$ cat src/rtl/mouse_to_cell.sv
// mouse_to_cell: converts a mouse click in screen pixels into the board cell
// drawn under it. It uses the same cell pitch and MARGIN as the button drawer.
// Column and row come from repeated subtraction, so the block needs no divider.
// It resolves one click at a time and pulses valid when the result is ready.
module mouse_to_cell #(
  parameter int MARGIN = 5,
  parameter int POS_W  = 12,
  parameter int IDX_W  = 5
) (
  input  logic             clk,
  input  logic             rst,
  input  logic [POS_W-1:0] mouse_xpos,
  input  logic [POS_W-1:0] mouse_ypos,
  input  logic             click,
  input  logic [10:0]      board_xpos,
  input  logic [10:0]      board_ypos,
  input  logic [6:0]       button_size,
  input  logic [IDX_W-1:0] board_size,
  output logic             busy,
  output logic             valid,
  output logic             hit,
  output logic             in_face,
  output logic [IDX_W-1:0] cell_x,
  output logic [IDX_W-1:0] cell_y
);

  localparam int XW = POS_W + 1;
  localparam int CW = IDX_W + 1;

  typedef enum logic [1:0] {
    IDLE  = 2'd0,
    DIV_X = 2'd1,
    DIV_Y = 2'd2,
    DONE  = 2'd3
  } state_t;

  state_t           state_q, state_d;
  logic [XW-1:0]    rx_q, rx_d;
  logic [XW-1:0]    ry_q, ry_d;
  logic [IDX_W-1:0] col_q, col_d;
  logic [IDX_W-1:0] row_q, row_d;
  logic             miss_q, miss_d;
  logic             busy_q, busy_d;
  logic             valid_q, valid_d;
  logic             hit_q, hit_d;
  logic             face_q, face_d;
  logic [IDX_W-1:0] cx_q, cx_d;
  logic [IDX_W-1:0] cy_q, cy_d;

  // Operands zero-extended to the working width so that no compare wraps.
  logic [XW-1:0] mx_ext, my_ext, bx_ext, by_ext, size_ext;
  logic          early_miss;
  logic          col_last, row_last;
  logic          rx_ge, ry_ge;
  logic          rx_face, ry_face;

  // Decode the working-width operands and the per-step comparisons.
  always_comb begin
    mx_ext   = XW'(mouse_xpos);
    my_ext   = XW'(mouse_ypos);
    bx_ext   = XW'(board_xpos);
    by_ext   = XW'(board_ypos);
    size_ext = XW'(button_size);
    // A click left of column 0 or above row 0, or a degenerate board, is
    // flagged before the offsets are latched. The offsets therefore never
    // underflow on a real hit.
    early_miss = (mx_ext <= bx_ext) || (my_ext < by_ext) ||
                 (button_size == 7'd0) || (board_size == '0);
    col_last = (CW'(col_q) + CW'(1)) == CW'(board_size);
    row_last = (CW'(row_q) + CW'(1)) == CW'(board_size);
    rx_ge    = rx_q >= size_ext;
    ry_ge    = ry_q >= size_ext;
    // The face is [MARGIN, size-MARGIN). The upper bound is tested as
    // rem+MARGIN < size, which stays correct even when size < MARGIN.
    rx_face  = (rx_q >= XW'(MARGIN)) &&
               ((XW+1)'(rx_q) + (XW+1)'(MARGIN) < (XW+1)'(button_size));
    ry_face  = (ry_q >= XW'(MARGIN)) &&
               ((XW+1)'(ry_q) + (XW+1)'(MARGIN) < (XW+1)'(button_size));
  end

  // Next-state logic: latch the offsets on a click, subtract one pitch per
  // cycle for the column and then for the row, and load the result on entry
  // to DONE.
  always_comb begin
    state_d = state_q;
    rx_d    = rx_q;
    ry_d    = ry_q;
    col_d   = col_q;
    row_d   = row_q;
    miss_d  = miss_q;
    hit_d   = hit_q;
    face_d  = face_q;
    cx_d    = cx_q;
    cy_d    = cy_q;
    unique case (state_q)
      IDLE: begin
        if (click) begin
          rx_d    = mx_ext - bx_ext - XW'(1);
          ry_d    = my_ext - by_ext;
          col_d   = '0;
          row_d   = '0;
          miss_d  = early_miss;
          state_d = DIV_X;
        end
      end
      DIV_X: begin
        if (miss_q || (rx_ge && col_last)) begin
          hit_d   = 1'b0;
          face_d  = 1'b0;
          cx_d    = '0;
          cy_d    = '0;
          state_d = DONE;
        end else if (rx_ge) begin
          rx_d  = rx_q - size_ext;
          col_d = col_q + IDX_W'(1);
        end else begin
          state_d = DIV_Y;
        end
      end
      DIV_Y: begin
        if (ry_ge && row_last) begin
          hit_d   = 1'b0;
          face_d  = 1'b0;
          cx_d    = '0;
          cy_d    = '0;
          state_d = DONE;
        end else if (ry_ge) begin
          ry_d  = ry_q - size_ext;
          row_d = row_q + IDX_W'(1);
        end else begin
          hit_d   = 1'b1;
          face_d  = rx_face && ry_face;
          cx_d    = col_q;
          cy_d    = row_q;
          state_d = DONE;
        end
      end
      DONE: begin
        state_d = IDLE;
      end
      default: begin
        state_d = IDLE;
      end
    endcase
    busy_d  = (state_d != IDLE);
    valid_d = (state_d == DONE);
  end

  // State and result registers. Reset aborts any click in progress.
  always_ff @(posedge clk) begin
    if (rst) begin
      state_q <= IDLE;
      rx_q    <= '0;
      ry_q    <= '0;
      col_q   <= '0;
      row_q   <= '0;
      miss_q  <= 1'b0;
      busy_q  <= 1'b0;
      valid_q <= 1'b0;
      hit_q   <= 1'b0;
      face_q  <= 1'b0;
      cx_q    <= '0;
      cy_q    <= '0;
    end else begin
      state_q <= state_d;
      rx_q    <= rx_d;
      ry_q    <= ry_d;
      col_q   <= col_d;
      row_q   <= row_d;
      miss_q  <= miss_d;
      busy_q  <= busy_d;
      valid_q <= valid_d;
      hit_q   <= hit_d;
      face_q  <= face_d;
      cx_q    <= cx_d;
      cy_q    <= cy_d;
    end
  end

  assign busy    = busy_q;
  assign valid   = valid_q;
  assign hit     = hit_q;
  assign in_face = face_q;
  assign cell_x  = cx_q;
  assign cell_y  = cy_q;

endmodule

$ cat config.mk
export PLATFORM = sky130hd
export DESIGN_NAME = mouse_to_cell
export DESIGN_NICKNAME = d
export VERILOG_FILES = /design/src/rtl/mouse_to_cell.sv
export SDC_FILE = /design/constraint.sdc
export NUM_CORES = 1
export LEC_CHECK = 0
export ABC_CLOCK_PERIOD_IN_PS = 2600
export BUFFER_PORTS_ARGS = -buffer_cell sky130_fd_sc_hd__buf_4
export CAP_MARGIN = 20
export CORE_ASPECT_RATIO = 0.5
export CORE_MARGIN = 3
export CORE_UTILIZATION = 53
export CTS_CLUSTER_DIAMETER = 200
export DETAILED_ROUTE_END_ITERATION = 6
export HOLD_SLACK_MARGIN = 0.02
export PLACE_DENSITY_LB_ADDON = 0.05
export SLEW_MARGIN = 20
export SYNTH_ARGS = -nofsm -noshare
export SYNTH_HDL_FRONTEND = slang
export SYNTH_SLANG_ARGS = --single-unit
$ cat constraint.sdc
create_clock -name clk -period 2.6 [get_ports clk]
set_input_delay 0.13 -clock clk [delete_from_list [all_inputs] [get_ports clk]]
set_output_delay 0.13 -clock clk [all_outputs]
set_load 0.05 [all_outputs]
==> metrics.csv <==
stage;metric;value;unit
cells_and_area;fin_cells;868;
cells_and_area;area_growth;24.6;%
min_path;hold_class;in -> reg;
cells_and_area;fin_nets;873;
placement;dp.final_hpwl;10.8;mm
setup_path;worstPathRequired;2790;ps
synth;synth_common_cells;nor2_1 (58), ha_1 (57), dfxtp_1 (53), inv_1 (50), a21oi_1 (39);
timing;final_hold_viol_count;0;
floorplanning;pin_count;75;
synth;seq_area_frac_synth;0.208;
synth;synth_cells;646;
synth;yosys_most_used_dff;dfxtp_1;
timing;relSlewSlack;0.496;
setup_path;timing.rr.start;ry_q[0];
placement;place.gp.congestion;0.874;
synth;yosysTopAreaCellShare;0.208;
setup_path;critPathArrivalTime;2730;ps
synth;synth_top_cell_by_area;dfxtp_1;
floorplanning;rows;24;
timing;setup_viol;0;
cts;htreeDepth;2;
route;num_vias;5231;
placement;dp.cells;858;
route;dr.pass1.iters;5;
setup_path;slowest_stage;fa_2;
cells_and_area;final_core_util;0.704;
grt;grt_pass1_wl;22.0;mm
timing;fin_crit_sh;0.976;
synth;netlist-cell-type-count;72;
synth;synth_area;0.00509;mm^2
cts;path_clk_slew;70;ps
pwr;p_leak;0.00287;uW
min_path;hold-path-cell-count;3;
grt;grt_pass1_vias;4596;
setup_path;r2r_cells;11;
setup_path;worstSetupPathType;reg -> reg;
cts;cts.path.max_buffers;2;
placement;place_ws;-49.8;ps
setup_path;cp_common_cell;o21a_1;
cts;root_buffer;clkbuf_16;
timing;setup_ws;61.5;ps
synth;ys_ff_latch;53;
pwr;powerDensity;954;mW/mm^2
synth;yosysWarnings;0;
status;status;finished clean;
setup_path;crit_family;compound AO/OA/AOI/OAI gates;
floorplanning;die_area;0.0109;mm^2
route;avgViaCountPerCell;6.03;
cells_and_area;n_antenna_cell;0;
cts;cts_hold_buf;0;
setup_path;path_cells;buf_4, inv_1, ha_1, fa_2, nand2b_4, a21oi_4, o21a_1, o21a_1, a21oi_2, a31o_2, a2111oi_4;
floorplanning;dieHeight;75.3;um
synth;synth_edf_count;0;
placement;io_buffers;74;
setup_path;critPathMaxFanout;6;
cells_and_area;drive_above_1_share;0.216;
timing;fin_crit;2540;ps
synth;yosysMostFrequentCell;nor2_1;
timing;rsz0062_at_grt;yes;
pwr;vdd_drop_max;0.488;mV
floorplanning;die_w;145;um
route;drtAntennaViolNets;0;
setup_path;crit_path_end;ry_q[10];
route;drt-total-wl;13.9;mm
setup_path;r2r_slack;60;ps
grt;grt-ovfl-total;0;
cts;cts_sinks;53;
floorplanning;start_util;0.566;
setup_path;r2r-end;ry_q[10];
grt;grt_max_degree;42;
synth;synth.net_count;768;
setup_path;critPathMaxStageDelay;350;ps
setup_path;end_kind;flip-flop;
timing;fmax;0.394;GHz
timing;clock_skew;5.16;ps
setup_path;start_kind;flip-flop;
setup_path;startpoint;ry_q[0];
route;drc_errors;0;
synth;synth_area_leaders;dfxtp_1 (21%), ha_1 (14%), xnor2_1 (5.3%);
grt;antenna_found_initial;0;
setup_path;crit_buf_inv;2;
synth;synthArstFlopShare;0;
cts;numCtsBuffers;5;
route;drt_iter0_markers;428;
grt;grt_util_all_layers;0.249;
route;wl_per_cell;16.0;um
timing;slew_viol_final;0;
synth;avgSynthCellArea;7.89;um^2
job;drv_cap;0;
timing;tightest_slew;748;ps
setup_path;path_depth;11;
cts;clk_latency;290;ps
floorplanning;core_area;0.00901;mm^2
cts;cts_tree;built;
## final cells by class
class	count	area, um^2
Inverter	51	191
Tap cell	117	146
Fill cell	749	2660
Clock buffer	5	125
Timing Repair Buffer	120	926
Clock inverter	2	35.0
Sequential cell	53	1070
Multi-Input combinational cell	520	3850
## where the power goes
group	internal [uW]	total, uW	switching [uW]
sequential	1040	1300	260
combinational	1790	4010	2220
clock	448	744	297
total	3280	6060	2780
## cells by family (layout without fill, tap and decap cells)
kind of cell               Yosys count  in the layout  synth area share
AOI/OAI and AO/OA                  209            209             0.294
and+or+nand+nor                    201            201             0.196
buffers and inverters               73            178            0.0570
adders and majority gates           61             61             0.156
DFF                                 53             53             0.208
xor gates and xnor gates            44             44            0.0783
muxes                                5              5           0.00982
## per-layer routing
| metal | GRT usage | share of wire | wire [um] |
|---|---|---|---|
| met5 | 0 | 0 | 0 |
| met4 | 0.0455 | 0.0090 | 125 |
| met3 | 0.0382 | 0.082 | 1140 |
| met2 | 0.389 | 0.42 | 5870 |
| met1 | 0.371 | 0.49 | 6740 |
## worst min path at each step
stage / start / to / slack [ps]
after global routing: mouse_ypos[11] / ry_q[11] / 240
after global placement: hit / hit / 450
final: mouse_ypos[11] / ry_q[11] / 230
after detailed placement: hit / hit / 460
after floorplan: mouse_ypos[11] / ry_q[11] / 360
after CTS: mouse_ypos[11] / ry_q[11] / 230
## metrics by stage
stage | power (uW) | hold WS (ps) | setup TNS, ps | instance area [um^2]
2_1_floorplan | 3840 | 361 | 0 | 5090
3_3_place_gp | 4920 | 448 | 0 | 6050
3_5_place_dp | 4970 | 458 | -98.2 | 6050
4_1_cts | 5800 | 227 | 0 | 6240
5_1_grt | 6550 | 236 | -14.9 | 6350
6_report | 6060 | 235 | 0 | 6350
## worst reg2reg max path, delay by kind of cell, from the launching register on
kind,cells,cell delay [ps]
AO/OA/AOI/OAI,6,1200
AND/OR/NAND/NOR,1,170
adder cells (fa/ha/maj),2,540
buffers and inverters,2,180
flip-flops,1,330
## flip-flops by register name, indices dropped and copies added, names as in the netlist
register  count
valid         1
state_q       2
rx_q         13
cell_y        5
cell_x        5
busy          1
hit           1
ry_q         13
col_q         5
row_q         5
miss_q        1
in_face       1
## what timing repair did
action / in CTS / in global routing
resized for setup: 7 / 16
setup buffers: 1 / 2
pin swaps: 4 / 8
setup endpoints to repair: 2 / 17
## cells in the final DEF (no fill, tap or decap), types with 15 or more instances in the layout
cell	instances
nor3_1	24
a21oi_1	37
o21a_1	16
ha_1	56
buf_4	118
inv_1	50
dfxtp_1	49
xnor2_1	31
o21ai_0	35
nand3_1	15
nor2_1	58
nand2_1	35
a211oi_1	16
Power figures use the tool's default switching activity.
